$ cat src/rtl/vga_scroll_pattern.sv
// vga_scroll_pattern
//   Scrolling test-pattern generator placed between the sync/timing
//   generator and the PMOD RGB mapping. It advances a scroll offset once
//   per frame and turns (hpos, vpos, offset) into one of four patterns.
//   RGB and the syncs leave through a single register stage, so they
//   stay aligned with each other.
//
// Ports
//   clk, rst_n       pixel clock, asynchronous active-low reset
//   hsync_in/vsync_in syncs from the timing generator
//   display_on       visible-area flag (RGB is forced to 0 outside it)
//   hpos, vpos       current pixel coordinate
//   mode             pattern select (takes effect at the next frame start)
//   speed, dir       offset step per frame and its direction
//   freeze           hold the offset (sampled at frame start)
//   hsync_out/vsync_out syncs delayed by one clock
//   r, g, b          2-bit colour channels, one clock of latency
//   frame_tick       one-cycle pulse at the edge where the offset updates
//   offset           current scroll offset
module vga_scroll_pattern #(
    parameter int COORD_W   = 10,
    parameter int CNT_W     = 10,
    parameter int BAR_SHIFT = 5,
    parameter int SYNC_POL  = 0
) (
    input  logic               clk,
    input  logic               rst_n,
    input  logic               hsync_in,
    input  logic               vsync_in,
    input  logic               display_on,
    input  logic [COORD_W-1:0] hpos,
    input  logic [COORD_W-1:0] vpos,
    input  logic [1:0]         mode,
    input  logic [2:0]         speed,
    input  logic               dir,
    input  logic               freeze,
    output logic               hsync_out,
    output logic               vsync_out,
    output logic [1:0]         r,
    output logic [1:0]         g,
    output logic [1:0]         b,
    output logic               frame_tick,
    output logic [CNT_W-1:0]   offset
);

    localparam int  S       = BAR_SHIFT;
    localparam logic ACTIVE = SYNC_POL[0];

    logic               vs_d;
    logic               frame_start;
    logic [1:0]         mode_q;
    logic [2:0]         speed_q;
    logic               dir_q;
    logic [CNT_W-1:0]   step;
    logic [COORD_W-1:0] o, mx, my, x;
    logic [1:0]         pat_r, pat_g, pat_b;

    // Frame start is the clock where vsync first shows its active level.
    // vs_d resets to the inactive level, so a vsync already active when
    // reset releases counts as a frame start on the first clock.
    assign frame_start = (vsync_in == ACTIVE) && (vs_d != ACTIVE);

    assign step = {{(CNT_W-3){1'b0}}, speed};

    always_ff @(posedge clk or negedge rst_n) begin
        if (!rst_n) begin
            vs_d       <= ~ACTIVE;
            mode_q     <= '0;
            speed_q    <= '0;
            dir_q      <= 1'b0;
            offset     <= '0;
            frame_tick <= 1'b0;
        end else begin
            vs_d       <= vsync_in;
            frame_tick <= frame_start;
            if (frame_start) begin
                mode_q  <= mode;
                speed_q <= speed;
                dir_q   <= dir;
                // Offset step uses the live inputs, not the shadow copies.
                if (!freeze)
                    offset <= dir ? offset - step : offset + step;
            end
        end
    end

    // speed_q/dir_q are kept as a frame-stable snapshot of the controls;
    // pattern logic only consumes mode_q and the partial coordinate bits.
    logic unused_bits;
    assign unused_bits = ^{speed_q, dir_q, mx, my, x, offset};

    assign o  = offset[COORD_W-1:0];
    assign mx = hpos + o;
    assign my = vpos + o;
    assign x  = mx ^ my;

    always_comb begin
        pat_r = '0;
        pat_g = '0;
        pat_b = '0;
        case (mode_q)
            2'd0: begin
                pat_r = {mx[S],   vpos[2]};
                pat_g = {mx[S+1], vpos[2]};
                pat_b = {mx[S+2], vpos[5]};
            end
            2'd1: begin
                pat_r = {my[S],   hpos[2]};
                pat_g = {my[S+1], hpos[2]};
                pat_b = {my[S+2], hpos[5]};
            end
            2'd2: begin
                pat_r = {2{mx[S] ^ my[S]}};
                pat_g = pat_r;
                pat_b = pat_r;
            end
            default: begin
                pat_r = x[S:S-1];
                pat_g = x[S+2:S+1];
                pat_b = x[S+4:S+3];
            end
        endcase
    end

    always_ff @(posedge clk or negedge rst_n) begin
        if (!rst_n) begin
            hsync_out <= ~ACTIVE;
            vsync_out <= ~ACTIVE;
            r         <= '0;
            g         <= '0;
            b         <= '0;
        end else begin
            hsync_out <= hsync_in;
            vsync_out <= vsync_in;
            r         <= display_on ? pat_r : 2'b00;
            g         <= display_on ? pat_g : 2'b00;
            b         <= display_on ? pat_b : 2'b00;
        end
    end

endmodule
$ cat config.mk
export PLATFORM = sky130hd
export DESIGN_NAME = vga_scroll_pattern
export DESIGN_NICKNAME = d
export VERILOG_FILES = /design/src/rtl/vga_scroll_pattern.sv
export SDC_FILE = /design/constraint.sdc
export NUM_CORES = 1
export LEC_CHECK = 0
export CAP_MARGIN = 10
export CELL_PAD_IN_SITES_DETAIL_PLACEMENT = 1
export CELL_PAD_IN_SITES_GLOBAL_PLACEMENT = 1
export CORE_UTILIZATION = 34
export CTS_BUF_LIST = sky130_fd_sc_hd__clkbuf_8
export CTS_CLUSTER_SIZE = 12
export DETAILED_ROUTE_END_ITERATION = 8
export PLACE_DENSITY = 0.82
export SYNTH_ARGS = -nofsm -noshare
export SYNTH_HDL_FRONTEND = slang
export SYNTH_SLANG_ARGS = --single-unit
$ cat constraint.sdc
create_clock -name clk -period 2.3 [get_ports clk]
set_input_delay 0.46 -clock clk [delete_from_list [all_inputs] [get_ports clk]]
set_output_delay 0.46 -clock clk [all_outputs]
set_load 0.02 [all_outputs]
==> reports/results.tsv, run 1 <==
metric	value	unit
post-synth-top-area-fraction	24.89	%
synth.area.top_cells	dfrtp_1 (25%), ha_1 (18%), xnor2_1 (7.3%)	
dp.final_hpwl	4558	um
required	2410	ps
synth_most_common_cell	ha_1	
rows	26	
ys_async_sr_fraction	100.0	%
fp.dieW	76.96	um
crit_type	register to register	
grt_max_degree	22	
ys_warn_count	0	
fp.dieH	76.96	um
synth_area_per_cell	9.698	um^2
slew_headroom	60.64	%
reg2regPathDepth	8	
synth_edf_count	0	
start_util	36.25	%
grt_setup_unrepaired	true	
path_buf_inv	0	
place.gp.congestion	0.8167	
netSwitchingFraction	45.74	%
ant_nets	0	
routed_wl	8472	um
grt_usage	24.31	%
comb_power_share	81.5	%
pwr-share-seq	13.3	%
hold_depth	1	
antenna_cells	0	
tns	-1732	ps
drv_slew	0	
io_buffers	50	
hold_slack	522.6	ps
clock_latency	270	ps
vias	2145	
timing.final.ws_setup	-377.1	ps
hold_viol	0	
ys.flop_type	dfrtp_1	
ff2ff_setup_slack	-380	ps
worstSetupEndpointType	register	
synth_common_cells	ha_1 (27), dfrtp_1 (19), xnor2_1 (16), o21ai_0 (14), nand2_1 (11)	
drive_gt1_share	47.25	%
ys_ff_latch	21	
hp-class	register to register	
min_from	offset[9]	
p_leak	1.489	nW
reg2reg_to	b[1]	
syn-cell-area	1911	um^2
clockBufferDepth	2	
critPathLaunchType	register	
fin_util	64.91	%
antenna_found_initial	0	
viasPerCell	5.660	
tightestPinTransition	590.5	ps
crit_family	compound AO/OA/AOI/OAI gates	
grt_pass1_vias	2277	
max_cap_viol_count	0	
synthDistinctLibCells	53	
powerDensity	1525	nW/um^2
clockRootBuffer	clkbuf_8	
crit_chain	ha_4, or3_4, o22a_4, a221o_1, o21ba_1, o311ai_2, xor2_1, a311oi_2	
setup_violations	7	
cp_slowest_cell	dfrtp_2	
nets	370	
ir_drop	0.8297	mV
core_area	5270	um^2
arrival	2790	ps
syn_nets	257	
intPower	2.830	mW
grt_pass1_wl	11210	um
dr.pass1.iters	4	
path_clk_slew	100	ps
status	finished with violations	
drt-wirelength-per-cell	22.35	um
area_growth	79.04	%
clock-skew-final	6.958	ps
clkSinkCount	21	
r2r_start	offset[3]	
grt.overflow.total	0	
power.switching	2.385	mW
fill_cells	575	
drc	0	
cts_buffers	3	
p_clk_share	5.1	%
cts-htree-levels	1	
dieArea	5923	um^2
period_share	116.4	%
path_max_fanout	4	
max_freq	0.3735	GHz
violations	negative setup slack	
hold_end	offset[9]	
cts_tree	done	
drtIter0Drc	95	
ys_seq_area_share	27.64	%
max_stage_delay	460	ps
hold_buffers	0	
synth_cells	197	
pin_count	51	
timing.final.crit_period	2677	ps
synth_top_area_cell	dfrtp_1	
## cells by family after synthesis
logic type	count (synthesis)	synth area share (%)
XOR/XNOR	21	9.626
AND/OR/NAND/NOR	48	14.34
flip-flops	21	27.64
buffers and inverters	13	3.536
multiplexers	9	5.042
adder cells (fa/ha/maj)	28	18.73
AO/OA/AOI/OAI	57	21.09
## stage by stage
step	area, um^2	setup WS (ps)	instances	power (mW)
2_1_floorplan	1999	-183.6	197	2.355
3_3_place_gp	2895	-843.6	358	3.408
3_5_place_dp	2895	-947.4	358	3.583
4_1_cts	3157	-315.3	370	4.318
5_1_grt	3421	-432.5	379	5.472
6_report	3421	-377.1	379	5.215
## placed cells by master (no fill, tap or decap), types with 4 or more instances in the layout
master / Yosys / layout
a21oi_1: 9 / 4
a21o_1: 4 / 4
xnor2_1: 16 / 12
dfrtp_1: 19 / 15
nand2_1: 11 / 10
o21ai_0: 14 / 9
clkdlybuf4s50_1: 0 / 39
a21oi_2: 0 / 4
nor2b_1: 5 / 4
mux2_2: 5 / 5
ha_4: 0 / 8
ha_1: 27 / 16
xnor2_2: 0 / 4
dlygate4sd2_1: 0 / 6
inv_1: 8 / 5
buf_4: 0 / 61
dfrtp_2: 0 / 4
## worst max-delay path by stage
stage	cells past startpoint	slack [ps]	end	startpoint
6_report	8	-380	b[1]	offset[3]
4_1_cts	8	-320	b[1]	offset[1]
5_1_grt	8	-430	b[1]	offset[3]
3_3_place_gp	13	-840	offset[8]	speed[1]
2_1_floorplan	12	-180	offset[8]	speed[1]
3_5_place_dp	13	-950	offset[8]	speed[1]
## area by class of cell
cell class | count | area (um^2) | share of cell area [%]
inverters | 8 | 50.05 | 1.463
multi-input cells | 163 | 1723 | 50.37
repair buffers | 113 | 980.9 | 28.68
clock buffers | 3 | 41.29 | 1.207
flip-flops and latches | 21 | 533.0 | 15.58
clock inverters | 1 | 5.005 | 0.1463
well taps | 70 | 87.58 | 2.560
## what timing repair did
action / CTS / global route
buffers inserted: 8 / 11
pin swaps: 27 / 37
gates resized for setup: 55 / 41
gates cloned: 0 / 0
setup endpoints to repair: 13 / 10
## power by group through the flow
stage | combinational (mW) | clock [mW] | sequential, mW
floorplan | 1.55 | 0 | 0.810
global placement | 2.76 | 0 | 0.648
detailed placement | 2.93 | 0 | 0.655
CTS | 3.40 | 0.262 | 0.656
global route | 4.48 | 0.289 | 0.706
finish | 4.25 | 0.269 | 0.694
## metal layers
metal | GRT usage [%] | routed length, um | part of all wire, % | vias up
li1 | - | - | - | 962
met1 | 24.95 | 3204 | 38 | 1078
met5 | 0 | 0 | 0 | -
met2 | 47.32 | 4547 | 54 | 73
met4 | 10.38 | 362 | 4.3 | 0
met3 | 4.405 | 359 | 4.2 | 32
## flip-flops by register name, indices dropped and copies added, names as in the netlist
name / flops
b: 2
frame_tick: 1
g: 2
hsync_out: 1
mode_q: 2
offset: 10
r: 2
vsync_out: 1
Note: power is estimated with default switching activity, not from simulation.
==> run 2: changes to the inputs <==
--- a/config.mk
+++ b/config.mk
@@ -7,12 +7,12 @@
 export LEC_CHECK = 0
 export CAP_MARGIN = 10
 export CELL_PAD_IN_SITES_DETAIL_PLACEMENT = 1
-export CELL_PAD_IN_SITES_GLOBAL_PLACEMENT = 1
-export CORE_UTILIZATION = 34
+export CELL_PAD_IN_SITES_GLOBAL_PLACEMENT = 2
+export CORE_UTILIZATION = 27
 export CTS_BUF_LIST = sky130_fd_sc_hd__clkbuf_8
 export CTS_CLUSTER_SIZE = 12
 export DETAILED_ROUTE_END_ITERATION = 8
-export PLACE_DENSITY = 0.82
+export PLACE_DENSITY = 0.81
 export SYNTH_ARGS = -nofsm -noshare
 export SYNTH_HDL_FRONTEND = slang
 export SYNTH_SLANG_ARGS = --single-unit
==> run 2 against run 1 <==
Compared with the run above: sequential share of layout area is 0.20 points higher; maximum frequency is 3.9% higher; the run still ends with negative setup slack left; worst setup slack better by 100 ps; design area is 1.2% lower.
==> reports/results.tsv, run 2 (same netlist as run 1, synthesis figures left out) <==
metric	value	unit	change
required	2470	ps	+60 ps
grt.overflow.total	0		unchanged
largest-register	offset		
r2r_start	offset[3]		
vias	1905		-11%
setup_violations	7		unchanged
clockRootBuffer	clkbuf_8		
max_stage_delay	380	ps	-80 ps
nets	366		-1.1%
placed_area	2950	um^2	+1.9%
hold_slack	461.4	ps	-61.20 ps
drc	0		unchanged
antenna_cells	0		unchanged
grt_pass1_wl	9328	um	-17%
fp.dieW	86.12	um	+12%
dp_cells	387		+8.1%
final_common_cell	buf_4		
hold_buffers	0		unchanged
status	finished with violations		
min_from	offset[9]		
hold_depth	1		unchanged
worstSetupEndpointType	register		
clkSinkCount	21		unchanged
ir_drop	0.5685	mV	-31%
design_area	3378	um^2	-1.2%
cp_slowest_cell	or3_4		
arrival	2750	ps	-40 ps
cts_tree	done		
period_share	112.1	%	-4.3 points
hold_end	offset[9]		
start_util	27.97	%	-8.3 points
max_freq	0.3880	GHz	+3.9%
reg2regPathDepth	10		+2
largest_reg_flops	10		unchanged
max_cap_viol_count	0		unchanged
place.gp.congestion	0.7973		-2.4%
hold_viol	0		unchanged
critPathLaunchType	input pin		
crit_family	compound AO/OA/AOI/OAI gates		
area_growth	76.82	%	
crit_type	input pin to register		
ant_nets	0		unchanged
io_buffers	50		unchanged
rows	30		+15%
grt_max_degree	22		unchanged
powerDensity	1357	nW/um^2	-11%
violations	negative setup slack		
dieArea	7417	um^2	+25%
path_max_fanout	3		-1
drive_gt1_share	44.92	%	-2.3 points
path_clk_slew	80	ps	-20 ps
cts-htree-levels	1		unchanged
core_area	6832	um^2	+30%
routed_wl	5855	um	-31%
drt-wirelength-per-cell	14.60	um	-35%
clockBufferDepth	2		unchanged
timing.final.crit_period	2577	ps	-99.63 ps
viasPerCell	4.751		-16%
path_buf_inv	3		+3
clock_latency	260	ps	about the same
dp.final_hpwl	4350	um	-4.6%
power	4.584	mW	-12%
final_cells	401		+5.8%
timing.final.ws_setup	-277.5	ps	+99.63 ps
drv_slew	0		unchanged
preCtsSetupSlack	-881.5	ps	+65.90 ps
cts_buffers	3		unchanged
hp-class	register to register		
crit_chain	dlygate4sd2_1, ha_4, or3_4, o22a_4, a221o_1, buf_6, buf_6, a21oi_2, xnor2_1, xnor2_1, a311oi_1		
slew_headroom	67.84	%	+7.2 points
antenna_found_initial	0		unchanged
grt_setup_unrepaired	true		
clock-skew-final	2.531	ps	-4.427 ps
fp.dieH	86.12	um	+12%
grt_pass1_vias	2118		-7.0%
ff2ff_setup_slack	-270	ps	+110 ps
tightestPinTransition	482.3	ps	-108.1 ps
layout_common_cells	buf_4 (56), clkdlybuf4s50_1 (40), xnor2_1 (15), dfrtp_1 (15), ha_1 (13)		
dr.pass1.iters	3		-1
pin_count	51		unchanged
p_leak	1.439	nW	-3.4%
drtIter0Drc	16		-83%
reg2reg_to	b[0]		
grt_usage	16.01	%	-8.3 points
## run 2: cell types whose count changed in the layout (fill, tap and decap cells not counted), moves of 2 or more
cell,before,now
buf_4,61,56
ha_4,8,10
ha_1,16,13
xnor2_1,12,15
buf_6,2,4
xnor2_2,4,1
## run 2: metal layers
layer  part of all wire (%)  global-route usage (%)  wire, um  vias up
li1                       -                       -         -      949
met5                      0                       0         0        -
met2                     55                   30.38      3211       25
met1                     42                   18.53      2476      927
met3                    1.8                   1.925       104        4
met4                    1.1                   5.000        62        0
## run 2: layout make-up
cell class              instances  area (um^2)
flip-flops and latches         21        533.0
clock buffers                   3        41.29
inverters                       8        50.05
fillers                       766         3453
multi-input cells             163         1679
repair buffers                109        949.7
well taps                      96        120.1
clock inverters                 1        5.005
## run 2: worst max-delay path by stage
stage / cells past startpoint / from / slack [ps] / to
6_report: 11 / vpos[3] / -280 / b[0]
5_1_grt: 10 / offset[3] / -390 / b[0]
4_1_cts: 8 / offset[1] / -330 / b[1]
3_5_place_dp: 12 / speed[1] / -880 / offset[9]
3_3_place_gp: 13 / speed[1] / -840 / offset[8]
2_1_floorplan: 12 / speed[1] / -180 / offset[8]
## run 2: repair_timing
item,CTS,global route
cloned,0,0
resized for setup,47,41
setup buffers,6,4
endpoints found under the hold margin,0,0
pin swaps,26,28
endpoints found under the setup margin,13,9
## run 2: power by group
group / total, mW / internal (mW) / switching (mW)
logic: 3.68 / 2.05 / 1.63
clock network: 0.249 / 0.121 / 0.128
registers: 0.657 / 0.513 / 0.144
## run 2: per-stage QoR
| stage | setup TNS (ps) | utilization (%) |
|---|---|---|
| after floorplan | -402.1 | - |
| after global placement | -8388 | 43.19 |
| after detailed placement | -9101 | 43.19 |
| after CTS | -1149 | 46.25 |
| after global routing | -1740 | 49.45 |
| final | -1089 | 49.45 |
==> run 3: changes to the inputs <==
--- a/config.mk
+++ b/config.mk
@@ -5,6 +5,7 @@
 export SDC_FILE = /design/constraint.sdc
 export NUM_CORES = 1
 export LEC_CHECK = 0
+export ABC_CLOCK_PERIOD_IN_PS = 2300
 export CAP_MARGIN = 10
 export CELL_PAD_IN_SITES_DETAIL_PLACEMENT = 1
 export CELL_PAD_IN_SITES_GLOBAL_PLACEMENT = 2
==> results of run 3 <==
Final layout, timing and power as in run 2 (identical DEF).
